### src/rtl/lcd_frame_reader.sv
`default_nettype none
// +----------------------------------------------------------------------------+
// | Module      : lcd_frame_reader                                             |
// | Description : LCD timing generator that pops pixels from an SDRAM read     |
// |               FIFO, emitting hs/vs/de/rgb plus active-region x/y and an    |
// |               end-of-frame pulse. Reloads the read range once per frame.   |
// | Revision    : 1.0 - initial release                                        |
// +----------------------------------------------------------------------------+
module lcd_frame_reader #(
  parameter logic [11:0] H_DISP  = 12'd1024,
  parameter logic [11:0] V_DISP  = 12'd600,
  parameter logic [11:0] H_SYNC  = 12'd20,
  parameter logic [11:0] H_BACK  = 12'd140,
  parameter logic [11:0] H_FRONT = 12'd160,
  parameter logic [11:0] V_SYNC  = 12'd3,
  parameter logic [11:0] V_BACK  = 12'd20,
  parameter logic [11:0] V_FRONT = 12'd12
) (
  input  logic        clk,
  input  logic        rst,
  input  logic        sys_vaild,
  input  logic [23:0] sys_rd_data,
  output logic        sys_rd_load,
  output logic [31:0] sys_rd_addr_min,
  output logic [31:0] sys_rd_addr_max,
  output logic        sys_rd_en,
  output logic        lcd_hs,
  output logic        lcd_vs,
  output logic        lcd_de,
  output logic [23:0] lcd_rgb,
  output logic [11:0] lcd_x,
  output logic [11:0] lcd_y,
  output logic        frame_done
);

  localparam logic [11:0] H_TOTAL = H_SYNC + H_BACK + H_DISP + H_FRONT;
  localparam logic [11:0] V_TOTAL = V_SYNC + V_BACK + V_DISP + V_FRONT;

  // Active window bounds (end values are exclusive)
  localparam logic [11:0] c_h_act_beg = H_SYNC + H_BACK;
  localparam logic [11:0] c_h_act_end = H_SYNC + H_BACK + H_DISP;
  localparam logic [11:0] c_v_act_beg = V_SYNC + V_BACK;
  localparam logic [11:0] c_v_act_end = V_SYNC + V_BACK + V_DISP;

  // FIFO pops run one clock ahead of the active window (inclusive bounds)
  localparam logic [11:0] c_h_rd_beg  = c_h_act_beg - 12'd1;
  localparam logic [11:0] c_h_rd_end  = c_h_act_end - 12'd2;

  localparam logic [31:0] c_addr_max  = 32'(H_DISP) * 32'(V_DISP);

  typedef enum logic [1:0] {
    ST_IDLE = 2'd0,
    ST_LOAD = 2'd1,
    ST_RUN  = 2'd2
  } state_t;

  state_t      r_state;
  state_t      w_state_nxt;
  logic [11:0] r_h_cnt;
  logic [11:0] r_v_cnt;
  logic        r_de;
  logic [11:0] r_x;
  logic [11:0] r_y;
  logic [31:0] r_addr_max;

  logic        w_run;
  logic        w_frame_end;
  logic        w_v_act;
  logic        w_rd_en;

  assign w_run       = (r_state == ST_RUN);
  assign w_frame_end = w_run && (r_h_cnt == H_TOTAL - 12'd1) && (r_v_cnt == V_TOTAL - 12'd1);
  assign w_v_act     = (r_v_cnt >= c_v_act_beg) && (r_v_cnt < c_v_act_end);
  assign w_rd_en     = w_run && w_v_act && (r_h_cnt >= c_h_rd_beg) && (r_h_cnt <= c_h_rd_end);

  // State register
  always_ff @(posedge clk or posedge rst) begin
    if (rst) begin
      r_state <= ST_IDLE;
    end else begin
      r_state <= w_state_nxt;
    end
  end

  // Next-state logic; losing the SDRAM ready overrides every transition
  always_comb begin
    w_state_nxt = r_state;
    case (r_state)
      ST_IDLE: w_state_nxt = ST_LOAD;
      ST_LOAD: w_state_nxt = ST_RUN;
      ST_RUN:  if (w_frame_end) w_state_nxt = ST_LOAD;
      default: w_state_nxt = ST_IDLE;
    endcase
    if (!sys_vaild) begin
      w_state_nxt = ST_IDLE;
    end
  end

  // Raster counters: advance only while running, otherwise parked at zero
  always_ff @(posedge clk or posedge rst) begin
    if (rst) begin
      r_h_cnt <= 12'd0;
      r_v_cnt <= 12'd0;
    end else if (!sys_vaild || !w_run) begin
      r_h_cnt <= 12'd0;
      r_v_cnt <= 12'd0;
    end else if (r_h_cnt == H_TOTAL - 12'd1) begin
      r_h_cnt <= 12'd0;
      r_v_cnt <= (r_v_cnt == V_TOTAL - 12'd1) ? 12'd0 : r_v_cnt + 12'd1;
    end else begin
      r_h_cnt <= r_h_cnt + 12'd1;
    end
  end

  // Capture the read range on entry to LOAD so it is already valid during the load pulse
  always_ff @(posedge clk or posedge rst) begin
    if (rst) begin
      r_addr_max <= 32'd0;
    end else if (w_state_nxt == ST_LOAD) begin
      r_addr_max <= c_addr_max;
    end
  end

  // Pixel pipeline: data enable and coordinates line up with the FIFO's one-clock read latency
  always_ff @(posedge clk or posedge rst) begin
    if (rst) begin
      r_de <= 1'b0;
      r_x  <= 12'd0;
      r_y  <= 12'd0;
    end else if (sys_vaild && w_rd_en) begin
      r_de <= 1'b1;
      r_x  <= r_h_cnt - c_h_rd_beg;
      r_y  <= r_v_cnt - c_v_act_beg;
    end else begin
      r_de <= 1'b0;
      r_x  <= 12'd0;
      r_y  <= 12'd0;
    end
  end

  assign sys_rd_load     = (r_state == ST_LOAD);
  assign sys_rd_addr_min = 32'd0;
  assign sys_rd_addr_max = r_addr_max;
  assign sys_rd_en       = w_rd_en;
  assign lcd_hs          = !(w_run && (r_h_cnt < H_SYNC));
  assign lcd_vs          = !(w_run && (r_v_cnt < V_SYNC));
  assign lcd_de          = r_de;
  assign lcd_rgb         = r_de ? sys_rd_data : 24'h0;
  assign lcd_x           = r_x;
  assign lcd_y           = r_y;
  assign frame_done      = w_frame_end;

endmodule
`default_nettype wire

### config.mk
export PLATFORM = sky130hd
export DESIGN_NAME = lcd_frame_reader
export DESIGN_NICKNAME = d
export VERILOG_FILES = /design/src/rtl/lcd_frame_reader.sv
export SDC_FILE = /design/constraint.sdc
export NUM_CORES = 1
export LEC_CHECK = 0
export CAP_MARGIN = 15
export CORE_MARGIN = 2
export CORE_UTILIZATION = 60
export CTS_CLUSTER_SIZE = 24
export DETAILED_ROUTE_END_ITERATION = 10
export DONT_BUFFER_PORTS = 1
export PLACE_DENSITY = 0.83
export SLEW_MARGIN = 40
export SYNTH_ARGS = -nofsm -noshare
export SYNTH_HDL_FRONTEND = slang
export SYNTH_SLANG_ARGS = --single-unit
export TNS_END_PERCENT = 50
### constraint.sdc
create_clock -name clk -period 2.6 [get_ports clk]
set_input_delay 0.26 -clock clk [delete_from_list [all_inputs] [get_ports clk]]
set_output_delay 0.26 -clock clk [all_outputs]
set_load 0.005 [all_outputs]
# [After elaboration in Yosys (flattened, before gate mapping)]
# Index checks and enable logic that the tools add are counted.
# Widths: inputs -> output; s select.
[classes] add_sub_neg=4 multipliers=0 div_mod_pow=0 n_lt_le_gt_ge=6 eq_ne=5 shift=0 muxes=12 n_bitwise=0 n_reduce_logical=16
[op_table] operator="$mux 12" n=7
[op_table] operator="$add 12x1->12 const B" n=2
[op_table] operator="$mux 24" n=1
[op_table] operator="$eq 12x10->1 const B" n=1
[op_table] operator="$eq 12x11->1 const B" n=1
[op_table] operator="$ge 12x5->1 const B" n=1
[op_table] operator="$ge 12x8->1 const B" n=1
[op_table] operator="$le 12x11->1 const B" n=1
[op_table] operator="$lt 12x10->1 const B" n=1
[op_table] operator="$lt 12x2->1 const B" n=1
[op_table] operator="$lt 12x5->1 const B" n=1
[op_table] operator="$sub 12x5->12 const B" n=1
[op_table] operator="$sub 12x8->12 const B" n=1
[op_table] operator="$logic_and 1x1->1" n=9
[op_table] operator="$pmux 2 s3" n=1
[op_table] operator="$eq 2x1->1 const B" n=2
[op_table] operator="$logic_not 1->1" n=4
[op_table] operator="$mux 2" n=2
[op_table] operator="$eq 2x2->1 const B" n=1
[op_table] operator="$logic_not 2->1" n=1
[op_table] operator="$reduce_bool 2->1" n=1
[op_table] operator="$logic_or 1x1->1" n=1
[op_table] operator="$mux 1" n=1
[word_totals] regBits=52 latch_bits=0 ram_bits=0 rom_bits=0 input_bits=27 out_inout_bits=118 wordCells=50 n_memories=0

# [Longest topological paths before layout]
# Gate-level depths: netlist of run 1.
[depth] word_depth=7 ltp_mapped=7 depth_no_buf=6

# [Worst setup path after synthesis of run 1]
# Ideal clock, no wire load.
[synth_path] path_type="flip-flop to output port" from="register r_v_cnt[0]" to="output sys_rd_en" arrival_ns=1.823 t_required_ns=2.340 path_slack_ns=0.517 stages_incl_launch_ff=8 n_path_buf=2 path_cell_list="dfrtp_1 ha_1 buf_2 a311oi_1 nor3b_1 a41o_1 buf_2 nor4_1"
[synth_between] elab_chain_cells=5 word_cells_on_any_way=6 classes_between="order compare: 2; reduce/logical: 4"
[synth_rtl] element="start: declaration" line="60" text="logic [11:0] r_v_cnt;"
[synth_rtl] element="start signal: assignment" line="109" text="r_v_cnt <= (r_v_cnt == V_TOTAL - 12'd1) ? 12'd0 : r_v_cnt + 12'd1;"
[synth_rtl] element="$ge 12x5->1 / $lt 12x10->1 (equally long branches)" line="73" text="assign w_v_act = (r_v_cnt >= c_v_act_beg) && (r_v_cnt < c_v_act_end);"
[synth_rtl] element="$logic_and 1x1->1 *" line="73"
[synth_rtl] element="$logic_and 1x1->1 * (3 in series)" line="74" text="assign w_rd_en = w_run && w_v_act && (r_h_cnt >= c_h_rd_beg) && (r_h_cnt <= c_h_rd_end);"
[synth_rtl] element="end: declaration" line="26" text="output logic sys_rd_en,"
# Every way passes the cells marked *; elsewhere a longest branch is shown, timed or not.

# [Final worst setup path of run 1]
[layout_path] from="register r_h_cnt[0]" to="output sys_rd_en"
[layout_between] elab_chain_cells=3 word_cells_on_any_way=4 classes_between="order compare: 2; reduce/logical: 2"
[layout_rtl] element="start: declaration" line="59" text="logic [11:0] r_h_cnt;"
[layout_rtl] element="start signal: assignment" line="111" text="r_h_cnt <= r_h_cnt + 12'd1;"
[layout_rtl] element="$ge 12x8->1" line="74"
[layout_rtl] element="$logic_and 1x1->1" line="74"
[layout_rtl] element="$logic_and 1x1->1 *" line="74"
# Marks and branches as above.

==> results.md, run 1 <==
- Syn avg cell area: between 9 and 10 um2
- Unrepaired setup endpoints after global routing: no
- CTS buffer count: 5
- Final Setup Violations: 0
- Root Buffer: clkbuf_8
- Design area: between 0.003 and 0.004 mm2
- Filler Cells Inserted: ~450
- Rel. slew slack: 54.4%
- DR vias/cell: 5.97
- Width of the die: 79.9 um
- DRT iter0 DRCs: between 300 and 400
- Cell Area, Synth: 0.00346 mm2
- Reg area: ~0.0013 mm2
- Commonest non-fill, non-tap cell in the layout: conb_1
- Antenna Cells: 0
- Register bit total from synthesis: between 50 and 60
- Required time of the critical path: approximately 2300 ps
- Number of global-route vias before repair: around 2300
- Post-synth top flop: dfrtp_1
- Met2 Wirelength: about 3900 um
- Multi-input logic area: between 0.0015 and 0.002 mm2
- Crit Path Category: reg -> out
- Total of warnings raised by yosys: 0
- Setup bufs post-CTS: 0
- Seq/Total Area, Yosys: between 30% and 40%
- Fmax: between 0.4 and 0.5 GHz
- WL/cell: 17.2 um
- Synth Area in XOR/XNOR: around 4.6%
- Remaining Overflow, GRT: 0
- Ys async rst share: 100%
- Largest family of logic cells by synthesized area: simple AND/OR/NAND/NOR gates
- Cells after Synth: roughly 380
- CTS max path bufs: 2
- Drt first pass iters: 5
- Share of cells above drive strength 1: 9.12%
- Final min period: roughly 2400 ps
- DR vias: around 2700
- Critical Path AT: 2180 ps
- Slew of the pin with the lowest slew margin: ~670 ps
- H-tree depth reported by CTS: 2
- Clock sink count: 52
- Area Overhead vs Synth: -1.77%
- Initial core utilization: between 60% and 70%
- Reg clk slew, reported paths: 90 ps
- CORE AREA: between 0.005 and 0.006 mm2
- Commonest non-fill, non-tap cells in the layout: conb_1 (61), dfrtp_1 (52), nor2_1 (24), and2_1 (24), nand2_1 (21)
- DRT Wirelength: 7670 um
- Placer Congestion: between 0.9 and 1
- Leakage: 1.45 nW
- Adder-cell share of the synthesized area: 1.45%
- Power per Cell Area: 429 mW/mm2
- # IOs: between 100 and 150
- Clock Latency Late Sink: a little over 300 ps
- EDFF count, synth: 0
- Fraction of synthesized area in multiplexers: 0.578%
- Top Layer Used: met4
- Setup_tns: 0 ps
- Fraction of the mapped netlist area in compound gates: about an eighth
- CP Capture Type: primary output
- Placed wire-length estimate: between 5000 and 6000 um
- First-pass GRT wire length: approximately 12000 um
- Port Buffers: 0
- Length of routed wiring on met1: 3020 um
- Initial antenna violation count: 0
- Tot Pwr: around 1.5 mW
- Die H: around 80 um
- Post-route DRC: 0
- CP startpoint kind: flip-flop
- Largest net degree at the start of global routing: 53
- GRT Total Usage: between 20% and 30%
- Period utilization: a little over nine tenths
- Routed wl met3: between 600 and 700 um
- Post-synthesis simple-gate area fraction: about 25%
- Hold Slack: 58.5 ps
- Row cnt: 27
- Worst Skew: 10.1 ps
- Crit Path Max Fanout: 14
- DIE AREA: 0.00639 mm2
- Cell variety after synth: 53
- Max Cap Viol: 0
- Peak VDD IR: between 0.2 and 0.25 mV
- Max-slew violation total from the final report: 0
- Final Hold Vio Count: 0
- Status: finished clean
- Worst hold path type: in -> reg
- TritonCTS clock tree: yes
- Placed Area: 0.00327 mm2
- NumNets Final: ~400
- Post-route antenna net violation count: 0
## cells in the mapped netlist, types with 2 or more instances
cell	instances	share of area [%]
a2111oi_0	3	0.76
nor4_1	18	3.3
dfrtp_1	52	38
nand2_1	21	2.3
buf_2	12	1.7
nor3b_1	2	0.43
xor2_1	10	2.5
o211ai_1	2	0.43
or4b_1	3	0.87
buf_6	2	0.65
or4_4	2	0.65
and2_1	24	4.3
nand3_1	14	2.0
o21ai_0	15	2.2
nor3_1	6	0.87
xnor2_1	8	2.0
inv_1	6	0.65
mux2i_1	2	0.58
a21o_1	3	0.65
nor4b_1	6	1.5
nand3b_1	2	0.43
o21a_1	3	0.65
nor2_1	24	2.6
or3_1	5	0.90
and3_1	5	0.90
buf_1	2	0.22
clkbuf_1	10	1.1
a2111oi_4	2	1.6
and4_1	3	0.76
a21oi_1	13	1.9
nand4_1	8	1.4
buf_4	63	14
o31ai_1	3	0.65
ha_1	4	1.4
a31oi_1	4	0.72
or4_1	2	0.43
a31o_2	2	0.51
## per-layer routing
layer	up-vias	track usage, %
met1	1261	30.9
met4	0	5.08
met3	12	4.86
met5	-	0
met2	168	40.2
li1	1216	-
## report_power, final
part | switching, mW | internal [mW] | total [mW]
clock | 0.269 | 0.285 | 0.554
combinational | 0.0682 | 0.0167 | 0.0849
sequential | 0.00587 | 0.813 | 0.819
total | 0.343 | 1.11 | 1.46
## registers in the layout, indices dropped and copies added (netlist names)
register / flops
lcd_x: 12
lcd_y: 12
r_h_cnt: 12
r_v_cnt: 12
r_state: 2
lcd_de: 1
sys_rd_addr_max: 1
## worst max-delay path: stages (launching register included)
cell	delay, ps
dfrtp_1	470
ha_1	270
and4_4	310
nand2_1	70
a41o_2	400
nor4_2	350
## final timing paths
kind / from / endpoint / slack (ps) / cells after the start
worst max-delay path: r_h_cnt[0]$_DFF_PP0_ / sys_rd_en / 160 / 5
worst min-delay path: sys_vaild / r_state[1]$_DFF_PP0_ / 60 / 1
min in group asynchronous: rst / r_v_cnt[5]$_DFFE_PP0P_ / 520 / 2
worst min register to register: r_h_cnt[0]$_DFF_PP0_ / r_h_cnt[0]$_DFF_PP0_ / 600 / 1
max in group asynchronous: rst / lcd_x[2]$_DFF_PP0_ / 1660 / 2
worst max register to register: r_h_cnt[0]$_DFF_PP0_ / lcd_x[10]$_DFF_PP0_ / 430 / 5
## metrics by stage
stage          setup WS [ps]  std cells  util [%]
2_1_floorplan            517        442         -
3_3_place_gp             375        436      58.9
3_5_place_dp             305        436      59.0
4_1_cts                 67.1        445      61.3
5_1_grt                 64.9        445      61.4
6_report                 163        445      61.4
## final cells by class
type,count,share of cell area [%]
clock inverters,3,1.25
multi-input cells,295,52.3
inverters,6,0.736
repair buffers,12,2.72
clock buffers,5,2.02
flip-flops and latches,52,38.3
well taps,72,2.65
## cell families (layout without fill, tap and decap cells)
group                      count (synthesis)  in the layout
buffers and inverters                     95             26
and+or+nand+nor                          151            151
muxes                                      2              2
adders and majority gates                  4              4
DFF                                       52             52
AOI/OAI and AO/OA                         59             59
xor gates and xnor gates                  18             18
other                                      1             61
## what timing repair did
action,in CTS,in global routing
gates resized for setup,1,3
hold endpoints to repair,52,0
hold buffers,1,0
setup endpoints to repair,1,1
Power figures use the tool's default switching activity.
==> inputs of run 2 (changes only) <==
--- a/config.mk
+++ b/config.mk
@@ -7,11 +7,11 @@
 export LEC_CHECK = 0
 export CAP_MARGIN = 15
 export CORE_MARGIN = 2
-export CORE_UTILIZATION = 60
+export CORE_UTILIZATION = 54
 export CTS_CLUSTER_SIZE = 24
 export DETAILED_ROUTE_END_ITERATION = 10
 export DONT_BUFFER_PORTS = 1
-export PLACE_DENSITY = 0.83
+export PLACE_DENSITY = 0.76
 export SLEW_MARGIN = 40
 export SYNTH_ARGS = -nofsm -noshare
 export SYNTH_HDL_FRONTEND = slang
==> run 2 against run 1 <==
Effect of this change:
- critical path depth decreased by 1
- utilization decreased by 7.5 points
- flip-flop and latch count unchanged
==> results.md, run 2 (same netlist as run 1, synthesis figures left out) <==
- Status: finished clean (unchanged)
- Period utilization: 95.8% (was 93.7%)
- Unrepaired setup endpoints after global routing: no (unchanged)
- Drt first pass iters: 4 (was 5)
- Fmax: 0.402 GHz (was 0.410 GHz)
- Commonest non-fill, non-tap cell in the layout: conb_1 (unchanged)
- Row cnt: 29 (was 27)
- Number of global-route vias before repair: 2239 (was 2269)
- Port Buffers: 0 (unchanged)
- WL/cell: 17.9 um (was 17.2 um)
- Width of the die: 84.1 um (was 79.9 um)
- First-pass GRT wire length: 12400 um (was 11800 um)
- Reg clk slew, reported paths: 100 ps (was 90 ps)
- Hold depth: 1 (unchanged)
- Die H: 84.1 um (was 79.9 um)
- # IOs: 145 (unchanged)
- Largest net degree at the start of global routing: 53 (unchanged)
- TritonCTS clock tree: yes (unchanged)
- Register share of total power: 59.3% (was 56.2%)
- Reg-to-reg endpoint: lcd_x[9]$_DFF_PP0_ (was lcd_x[10]$_DFF_PP0_)
- Clock Latency Late Sink: 310 ps (about the same)
- Area Overhead vs Synth: -2.39% (was -1.77%)
- Required time of the critical path: 2340 ps (about the same)
- Worst r2r src: r_h_cnt[0]$_DFF_PP0_ (unchanged)
- Post-route antenna net violation count: 0 (unchanged)
- Final Hold Vio Count: 0 (unchanged)
- Setup bufs post-CTS: 0 (unchanged)
- Final Setup Violations: 0 (unchanged)
- Worst hold path type: in -> reg (unchanged)
- R2R setup slack: 340 ps (was 430 ps)
- P_int: 1.02 mW (was 1.11 mW)
- CP startpoint kind: flip-flop (unchanged)
- Clock Power Share: 34.7% (was 38.0%)
- Setup_tns: 0 ps (unchanged)
- Filler Cells Inserted: 578 (was 448)
- CTS max path bufs: 2 (unchanged)
- CORE AREA: 0.00628 mm2 (was 0.00554 mm2)
- Power per Cell Area: 409 mW/mm2 (was 429 mW/mm2)
- NumNets Final: 401 (was 403)
- Commonest non-fill, non-tap cells in the layout: conb_1 (61), dfrtp_1 (52), nor2_1 (24), and2_1 (24), nand2_1 (21) (unchanged)
- DIE AREA: 0.00707 mm2 (was 0.00639 mm2)
- Clock sink count: 52 (unchanged)
- CP Capture Type: primary output (unchanged)
- Crit Path Max Fanout: 13 (was 14)
- Remaining Overflow, GRT: 0 (unchanged)
- Antenna Cells: 0 (unchanged)
- Gate power share: 6.0% (was 5.8%)
- DRT iter0 DRCs: 267 (was 340)
- Final min period: 2490 ps (was 2440 ps)
- Worst Min Path Start: sys_vaild (unchanged)
- Max Cap Viol: 0 (unchanged)
- DR vias/cell: 5.86 (was 5.97)
- Core Util, Final: 53.8% (was 61.4%)
- Critical Path AT: 2230 ps (was 2180 ps)
- Initial core utilization: 55.1% (was 62.5%)
- DRT Wirelength: 8040 um (was 7670 um)
- Crit Path Category: reg -> out (unchanged)
- Initial antenna violation count: 0 (unchanged)
- Placer Congestion: 0.883 (was 0.936)
- Rel. slew slack: 55.2% (was 54.4%)
- Worst Skew: 7.28 ps (was 10.1 ps)
- Leakage: 1.43 nW (was 1.45 nW)
- DR vias: 2627 (was 2657)
- Hold Slack: 56.2 ps (was 58.5 ps)
- Slew of the pin with the lowest slew margin: 666 ps (was 674 ps)
- Post-route DRC: 0 (unchanged)
- H-tree depth reported by CTS: 2 (unchanged)
- Max-slew violation total from the final report: 0 (unchanged)
- CTS buffer count: 5 (unchanged)
- Placed wire-length estimate: 6070 um (was 5770 um)
- Reg2reg path depth: 6 (was 5)
- Peak VDD IR: 0.211 mV (was 0.215 mV)
- Switching Power: 0.361 mW (was 0.343 mW)
- Share of cells above drive strength 1: 8.09% (was 9.12%)
- Switching Share: 26.1% (was 23.5%)
- Worst Hold End: r_state[1]$_DFF_PP0_ (unchanged)
- GRT Total Usage: 21.9% (was 23.6%)
- Root Buffer: clkbuf_8 (unchanged)
==> run 2: changes by cell type in the layout (fill, tap and decap cells not counted), sizes merged <==
| cell | change |
|---|---|
| buf | -2 |
| bufinv | -1 |
| clkinvlp | +1 |
==> run 2: worst max-delay path, cell delays in order, from the launching register on <==
cell     delay (ps)
dfrtp_1         520
or4_4           600
nor2_1          200
a22o_1          460
nor4_2          140
==> run 2: per-stage QoR <==
step / cells / worst slack (ps) / instance area (um2) / power (mW)
floorplan: 442 / 517 / 3690 / 0.962
CTS: 448 / 2.21 / 3360 / 1.38
detailed placement: 439 / 341 / 3260 / 0.916
global placement: 439 / 389 / 3260 / 0.913
finish: 448 / 110 / 3380 / 1.38
global route: 448 / 2.91 / 3380 / 1.43
==> run 2: power groups by stage <==
stage / clock network (mW) / registers, mW / logic (mW)
after floorplan: 0 / 0.834 / 0.128
after global placement: 0 / 0.835 / 0.0785
after detailed placement: 0 / 0.835 / 0.0803
after CTS: 0.481 / 0.819 / 0.0822
after global routing: 0.510 / 0.821 / 0.0964
final: 0.479 / 0.819 / 0.0835
==> run 2: layer usage <==
metal	share of wire (%)	track usage, %
met1	40	28.2
met2	50	36.9
met3	7.9	4.75
met4	2.0	6.74
met5	0	0
==> run 2: worst max-delay path by stage <==
stage / startpoint / end / slack, ps / cells past startpoint
after detailed placement: r_v_cnt[0]$_DFFE_PP0P_ / lcd_x[9]$_DFF_PP0_ / 340 / 6
after CTS: r_v_cnt[0]$_DFFE_PP0P_ / sys_rd_en / 2 / 5
final: r_v_cnt[7]$_DFFE_PP0P_ / sys_rd_en / 110 / 4
after global placement: r_v_cnt[0]$_DFFE_PP0P_ / sys_rd_en / 390 / 5
after floorplan: r_v_cnt[0]$_DFFE_PP0P_ / sys_rd_en / 520 / 7
after global routing: r_h_cnt[0]$_DFF_PP0_ / frame_done / 3 / 4
==> run 2: repair_timing <==
action,in CTS,in global routing
hold endpoints to repair,52,0
hold buffers,1,0
endpoints found under the setup margin,0,1
resized for setup,0,2
==> run 2: layout make-up <==
| cell class | instances | area (um2) | share of cell area (%) |
|---|---|---|---|
| inverters | 6 | 25.0 | 0.741 |
| multi-input cells | 295 | 1790 | 52.9 |
| clock buffers | 5 | 68.8 | 2.04 |
| clock inverters | 3 | 23.8 | 0.704 |
| repair buffers | 10 | 77.6 | 2.30 |
| well taps | 77 | 96.3 | 2.85 |
| flip-flops and latches | 52 | 1300 | 38.5 |
